File: src/rtl/universal_bin_counter.sv
// Universal N-bit binary counter. It supports synchronous clear, parallel load,
// count enable and up/down direction. The terminal-count flags are decoded
// combinationally from the registered count.
module universal_bin_counter #(
  parameter int N = 8
) (
  input  logic         clk,
  input  logic         reset,
  input  logic         syn_clr,
  input  logic         load,
  input  logic         en,
  input  logic         up,
  input  logic [N-1:0] d,
  output logic         max_tick,
  output logic         min_tick,
  output logic [N-1:0] q
);

  localparam logic [N-1:0] ONE = N'(1);

  logic [N-1:0] r;
  logic [N-1:0] r_next;

  // Resolve next count: clear beats load, load beats counting, otherwise hold.
  // Add/subtract stay N bits wide so wrap-around falls out of the discarded carry.
  always_comb begin
    r_next = r;
    if (syn_clr) begin
      r_next = '0;
    end else if (load) begin
      r_next = d;
    end else if (en) begin
      if (up) begin
        r_next = r + ONE;
      end else begin
        r_next = r - ONE;
      end
    end
  end

  // Count register; an active-low reset sampled on the clock edge overrides all inputs.
  always_ff @(posedge clk) begin
    if (!reset) begin
      r <= '0;
    end else begin
      r <= r_next;
    end
  end

  // Output q directly from the register and decode terminal counts from it.
  always_comb begin
    q        = r;
    max_tick = (r == '1);
    min_tick = (r == '0);
  end

endmodule

File: config.mk
export PLATFORM = sky130hd
export DESIGN_NAME = universal_bin_counter
export DESIGN_NICKNAME = d
export VERILOG_FILES = /design/src/rtl/universal_bin_counter.sv
export SDC_FILE = /design/constraint.sdc
export NUM_CORES = 1
export LEC_CHECK = 0
export CELL_PAD_IN_SITES_DETAIL_PLACEMENT = 0
export CELL_PAD_IN_SITES_GLOBAL_PLACEMENT = 1
export CORE_MARGIN = 5
export CORE_UTILIZATION = 32
export DETAILED_ROUTE_END_ITERATION = 10
export GPL_TIMING_DRIVEN = 0
export PLACE_DENSITY_LB_ADDON = 0.1
export SLEW_MARGIN = 0
export SYNTH_ARGS = -nofsm -noshare
export SYNTH_HDL_FRONTEND = slang
export SYNTH_SLANG_ARGS = --single-unit
File: constraint.sdc
create_clock -name clk -period 2.3 [get_ports clk]
set_input_delay 0.69 -clock clk [delete_from_list [all_inputs] [get_ports clk]]
set_output_delay 0.69 -clock clk [all_outputs]
set_load 0.03 [all_outputs]
; Word-level counts from Yosys, hierarchy flattened
; Cells that the tools add are included.
[word_totals]
in_bits = 14
word_cells = 11
output_inout_bits = 10
register_bits = 8
[op_classes]
reduce_logical = 3
n_mux = 3
eq_ne = 1
bitwise_logic = 1
n_addsub = 2
[ops]
columns = cell, n
row1 = $mux 8, 3
row2 = $add 8x1->8 const B, 1
row3 = $eq 8x8->1 const B, 1
row4 = $logic_not 8->1, 1
row5 = $sub 8x1->8 const B, 1
row6 = $reduce_bool 2->1, 1
row7 = $reduce_or 2->1, 1
row8 = $not 1->1, 1

; Depth between registers and ports, before layout
; Gate-level depths: netlist (run 1).
[logic_depth]
word_depth = 4
depth_mapped = 7
ltp_nobuf = 7

; Least setup slack after synthesis (run 1)
; No wires, ideal clock.
[synth_timing]
kind = in2reg
startpoint = in up
endpoint = reg r[6] (netlist: q[6])
path_stages = 7
required_time_ns = 2.176
t_arrival_ns = 2.006
slack_ns = 0.170
cell_sequence = inv_1 > fa_1 > a21o_1 > a21o_1 > a21oi_2 > mux2i_1 > o22ai_1
[synth_between]
elab_chain_len = 3
[synth_lines]
columns = element, line
row1 = "start, declared", 12  ; input logic up,
row2 = $mux 8, 33  ; if (up) begin
row3 = $mux 8, 32  ; end else if (en) begin
row4 = $mux 8, 30  ; end else if (load) begin
row5 = "end signal, assigned", 46  ; r <= r_next;
row6 = "end, declared", 21  ; logic [N-1:0] r;
; No other way between the ends. The select of a mux whose other input is x is not followed.
; A chain may end at the register's enable or synchronous reset.

; Worst setup path after layout (run 1)
[layout_timing]
startpoint = reg r[0] (netlist: q[0])
endpoint = out min_tick
[layout_between]
elab_chain_len = 1
[layout_lines]
columns = element, line
row1 = $logic_not 8->1, 54  ; min_tick = (r == '0);
row2 = "end, declared", 15  ; output logic min_tick,
; No other way between the ends.

==> results of run 1 <==
==> stage by stage <==
step                      instance area [um^2]  power (mW)  setup slack, ns  hold WS (ns)
after global placement                     981       0.342           -0.498         0.599
final                                     1010       0.449            0.156         0.596
after global routing                      1010       0.479           0.0429         0.647
after floorplan                            726       0.279            0.170         0.691
after CTS                                 1010       0.455           0.0348         0.606
after detailed placement                   981       0.343           -0.494         0.603
==> critical path, cell delays in order (launching register included) <==
cell,delay (ns)
dfxtp_2,0.37
or4_1,0.53
nor2_1,0.10
buf_2,0.20
==> Yosys cell counts (3+ instances only) <==
library cell / n
xnor2_1: 3
a21o_1: 3
dfxtp_1: 8
nand2_1: 3
a21oi_1: 8
inv_1: 3
nand2b_1: 4
o21ai_0: 6
mux2i_1: 7
nor2_1: 14
ha_1: 6
==> repair_timing <==
item,CTS,global route
setup endpoints to repair,6,1
buffers inserted,1,0
pin swaps,0,0
gates resized for setup,8,2
==> logic make-up (layout without fill, tap and decap cells) <==
| kind of cell | after synthesis | in the layout |
|---|---|---|
| AND/OR/NAND/NOR | 31 | 31 |
| AO/OA/AOI/OAI | 27 | 27 |
| flip-flops | 8 | 8 |
| adder cells (fa/ha/maj) | 7 | 7 |
| multiplexers | 7 | 7 |
| buffers and inverters | 6 | 32 |
| XOR/XNOR | 5 | 5 |
==> layout make-up <==
type                            instances  area [um^2]
Multi-Input combinational cell         77          543
Inverter                                3         11.3
Fill cell                             246         1180
Buffer                                  3         13.8
Clock buffer                            3         22.5
Sequential cell                         8          161
Tap cell                               28         35.0
Timing Repair Buffer                   23          220
==> per-layer routing <==
metal,global-route usage [%],up-vias,part of all wire (%)
li1,-,387,-
met1,16.2,321,47
met2,20.0,18,46
met3,2.00,5,4.7
met4,5.96,0,2.2
met5,0,-,0
==> worst paths after layout <==
| check | depth (start not counted) | slack (ns) | endpoint | from |
|---|---|---|---|---|
| setup / recovery | 3 | 0.16 | min_tick | q[0] |
| hold reg to reg | 2 | 0.60 | q[4] | q[4] |
| setup reg to reg | 6 | 0.58 | q[6] | q[0] |
| hold / removal | 2 | 0.60 | q[4] | q[4] |
==> power breakdown <==
part / switching [mW] / internal, mW
Clock: 0.0495 / 0.0599
Combinational: 0.0933 / 0.0874
Sequential: 0.0118 / 0.147
==> run_results.csv, run 1 <==
group,metric,value,unit
route,route.detailed.drc,0,
cells_and_area,antenna_cells,0,
global_route,grt_usage,12.5,%
cts,cts.reportedPaths.clkPinSlew,0.06,ns
setup_path,critPathMaxFanout,7,
synth,syn_avg_cell_area,7.97,um^2
synth,ys_ff_latch,8,
power_and_ir_drop,vdd_drop_max,0.000285,V
synth,synth_top_cell_by_area,"dfxtp_1",
synth,synth_xor_area_share,6.03,%
cts,clkLatencyLatePin,0.25,ns
route,first_pass_iters,4,
placement,place_congestion,0.791,
floorplan,core-area,2190,um^2
cts,cts.path.max_buffers,2,
cells_and_area,stdcell_count,145,
global_route,antenna_found_initial,0,
timing,clock.fmax,466,MHz
cells_and_area,final_common_cell,"clkdlybuf4s50_1",
route,ant_nets,0,
floorplan,die_w,57.6,um
floorplan,initial_core_util,33.1,%
synth,synth_simple_gate_area_share,21.4,%
cells_and_area,syn_to_final_growth,38.8,%
cts,cts_root_buf,"clkbuf_4",
timing,period_minus_slack,2.14,ns
timing,max-slew-margin-rel,70.1,%
route,drtIter0Drc,8,
synth,ys_async_sr_fraction,0,%
placement,placed_cells,141,
timing,setup_violations,0,
cells_and_area,nets,140,
synth,yosysSeqAreaShare,22.1,%
cells_and_area,largest_reg_flops,8,
synth,synth_top_family_by_area,"compound AO/OA/AOI/OAI gates",
timing,finalMaxSlewViolations,0,
setup_path,worstPathArrival,1.45,ns
global_route,gr-total-overflow,0,
route,wl_per_cell,13.0,um
cts,ctsHoldBuffers,0,
floorplan,dieHeight,57.6,um
placement,dp_hpwl,1.48,mm
timing,rsz0062_at_grt,"false",
synth,synth_area_leaders,"dfxtp_1, ha_1, mux2i_1",
synth,synthAdderAreaFrac,13.1,%
floorplan,io_pins,24,
global_route,grt_max_degree,11,
setup_path,crit_path_start_kind,"register",
floorplan,rows,17,
timing,tns,0,ns
synth,syn_nets,112,
route,drt_wl_total,1.89,mm
power_and_ir_drop,powerDensity,445,nW/um^2
setup_path,path_class,"register to output port",
timing,worst_slew_pin_slew,0.448,ns
cts,htree_levels,1,
global_route,grt_first_pass_wirelength,3.26,mm
route,viasPerCell,5.04,
cells_and_area,drive_gt1_share,12.0,%
synth,synth.top_cell.area_share,22.1,%
cts,numCtsBuffers,3,
synth,netlist_area,726,um^2
cts,cts_tree,"done",
synth,synth_edf_count,0,
synth,synth_cells,91,
timing,fin_skew,0.00299,ns
cells_and_area,postLayoutCoreUtil,46.0,%
synth,synth_top_flop_cell,"dfxtp_1",
timing,period_share,93.2,%
placement,port_buffers,22,
cts,cts_sinks,8,
floorplan,die_area,3320,um^2
synth,synthMuxAreaShare,9.66,%
setup_path,setup.worst_path.end_class,"output port",
cells_and_area,layout_common_cells,"clkdlybuf4s50_1, nor2_1, a21oi_1, mux2i_1, dfxtp_1",
synth,ys_warn_count,0,
synth,ys_types,29,
run,cap_viol_max_count,0,
global_route,grt_pass1_vias,741,
power_and_ir_drop,p_leak,0.453,nW
timing,hold_viol,0,
synth,synth_compound_area_share,24.3,%
run_status,status,"complete, no violations",
setup_path,cp_data_required_time,1.61,ns
route,vias,731,
min_path,hold_class,"register to register",
Note: power is estimated with default switching activity, not from simulation.
==> inputs of run 2 (changes only) <==
--- a/config.mk
+++ b/config.mk
@@ -8,8 +8,9 @@
 export CELL_PAD_IN_SITES_DETAIL_PLACEMENT = 0
 export CELL_PAD_IN_SITES_GLOBAL_PLACEMENT = 1
 export CORE_MARGIN = 5
-export CORE_UTILIZATION = 32
+export CORE_UTILIZATION = 43
 export DETAILED_ROUTE_END_ITERATION = 10
+export DONT_BUFFER_PORTS = 1
 export GPL_TIMING_DRIVEN = 0
 export PLACE_DENSITY_LB_ADDON = 0.1
 export SLEW_MARGIN = 0
==> constraint.sdc (replaced) <==
create_clock -name clk -period 2.3 [get_ports clk]
set_input_delay 0.46 -clock clk [delete_from_list [all_inputs] [get_ports clk]]
set_output_delay 0.46 -clock clk [all_outputs]
set_load 0.03 [all_outputs]
==> run 2 against run 1 <==
Worst setup slack improved by 0.043 ns. Register-to-register slack got worse by 0.28 ns. Worst hold slack got worse by 0.24 ns. Design area fell by 23%.
==> run_results.csv, run 2 (synthesis results as in run 1) <==
group,metric,value,unit
route,wl_per_cell,15.6,um
cells_and_area,largest_reg_flops,8,
cts,clkLatencyLatePin,0.25,ns
floorplan,die_w,51.1,um
cells_and_area,nets,117,
route,drtIter0Drc,11,
power_and_ir_drop,swShare,35.8,%
cts,cts_sinks,8,
timing,tns,0,ns
power_and_ir_drop,switching_power,0.146,mW
floorplan,initial_core_util,46.5,%
timing,max-slew-margin-rel,62.2,%
floorplan,die_area,2610,um^2
route,vias,642,
floorplan,core-area,1560,um^2
placement,port_buffers,0,
cells_and_area,layout_common_cells,"nor2_1, a21oi_1, dfxtp_1, mux2i_1",
placement,place_area,746,um^2
setup_path,path_cells,"or4_1 > nor2_2",
timing,rsz0062_at_grt,"false",
setup_path,slowest_stage,"or4_1",
cells_and_area,syn_to_final_growth,6.21,%
setup_path,crit_path_start_kind,"register",
cts,cts.path.max_buffers,2,
floorplan,io_pins,24,
timing,finalMaxSlewViolations,0,
setup_path,cp_data_required_time,1.84,ns
global_route,grt_max_degree,11,
setup_path,critPathMaxFanout,7,
global_route,antenna_found_initial,0,
cts,cts.reportedPaths.clkPinSlew,0.05,ns
global_route,gr-total-overflow,0,
floorplan,rows,14,
power_and_ir_drop,p_clk_share,26.0,%
placement,dp_hpwl,1.39,mm
cts,cts_root_buf,"clkbuf_4",
power_and_ir_drop,p_seq_share,42.8,%
min_path,hold_class,"primary input to register",
cells_and_area,nFillCells,170,
global_route,grt_usage,14.3,%
route,viasPerCell,5.84,
timing,period_minus_slack,2.10,ns
setup_path,setup.worst_path.end_class,"output port",
setup_path,worstPathArrival,1.64,ns
timing,setup_violations,0,
timing,fin_skew,0.00112,ns
timing,clock.fmax,476,MHz
timing,hold_viol,0,
route,route.detailed.drc,0,
cells_and_area,finalInstanceArea,771,um^2
cells_and_area,final_common_cell,"nor2_1",
power_and_ir_drop,p_leak,0.362,nW
power_and_ir_drop,vdd_drop_max,0.000343,V
setup_path,path_class,"register to output port",
floorplan,dieHeight,51.1,um
power_and_ir_drop,p_int,0.262,mW
route,ant_nets,0,
global_route,grt_pass1_vias,577,
run,cap_viol_max_count,0,
run_status,status,"complete, no violations",
global_route,grt_first_pass_wirelength,2.77,mm
route,drt_wl_total,1.71,mm
power_and_ir_drop,powerDensity,529,nW/um^2
cells_and_area,antenna_cells,0,
cts,cts_tree,"done",
route,first_pass_iters,4,
power_and_ir_drop,comb_power_share,31.2,%
timing,period_share,91.3,%
cells_and_area,drive_gt1_share,10.6,%
cts,htree_levels,1,
placement,place_congestion,0.774,
setup_path,critical_path.max_stage_delay,0.60,ns
cts,numCtsBuffers,3,
timing,worst_slew_pin_slew,0.565,ns
==> run 2: changes by cell type in the layout (fill, tap and decap cells not counted) <==
cell             before  now
dlygate4sd2_1         2    0
fa_2                  1    0
inv_1                 2    3
nor2_1               14   13
clkdlybuf4s50_1      19    0
fa_1                  0    1
nor2_2                0    1
inv_2                 1    0
buf_2                 3    2
dfxtp_2               1    0
dfxtp_1               7    8
buf_4                 1    0
==> run 2: power by group through the flow <==
stage	Sequential [mW]	Combinational [mW]	Clock (mW)
after floorplan	0.173	0.106	0
after global placement	0.177	0.123	0
after detailed placement	0.178	0.125	0
after CTS	0.175	0.127	0.110
after global routing	0.176	0.142	0.122
final	0.174	0.127	0.106
==> run 2: per-stage QoR <==
stage	total power, mW	instances	setup slack [ns]	utilization [%]	hold slack [ns]
5_1_grt	0.440	110	0.115	49.4	0.349
6_report	0.407	110	0.200	49.4	0.357
3_5_place_dp	0.303	107	0.226	47.8	0.615
2_1_floorplan	0.279	91	0.400	-	0.603
3_3_place_gp	0.301	107	0.252	47.8	0.604
4_1_cts	0.411	110	0.0566	49.3	0.351
==> run 2: final cells by class <==
type / count / area (um^2) / share of cell area (%)
clock buffers: 3 / 22.5 / 2.92
inverters: 3 / 11.3 / 1.46
flip-flops and latches: 8 / 160 / 20.8
well taps: 16 / 20.0 / 2.60
multi-input cells: 77 / 543 / 70.5
plain buffers: 3 / 13.8 / 1.79
==> run 2: critical path: cells and delay by family (launching register included) <==
kind	cells	cell delay, ns
flops	1	0.49
simple gates	2	0.90
==> run 2: repair_timing <==
item | CTS | global route
setup buffers | 0 | 0
setup endpoints to repair | 0 | 1
hold buffers | 0 | 0
gates resized for setup | 0 | 1
==> run 2: routing by layer <==
layer	wire [um]	share of wire (%)	GRT usage (%)	vias up
met5	0	0	0	-
met4	21	1.2	6.73	0
met3	70	4.1	3.20	4
met1	831	49	19.4	285
met2	790	46	21.2	14
li1	-	-	-	339
==> run 2: path summary, 6_finish.rpt <==
kind	from	slack [ns]	endpoint	depth (start not counted)
setup reg to reg	q[0]	0.30	q[6]	6
setup / recovery	q[0]	0.20	min_tick	2
hold / removal	d[1]	0.36	q[1]	2
hold reg to reg	q[4]	0.77	q[4]	2
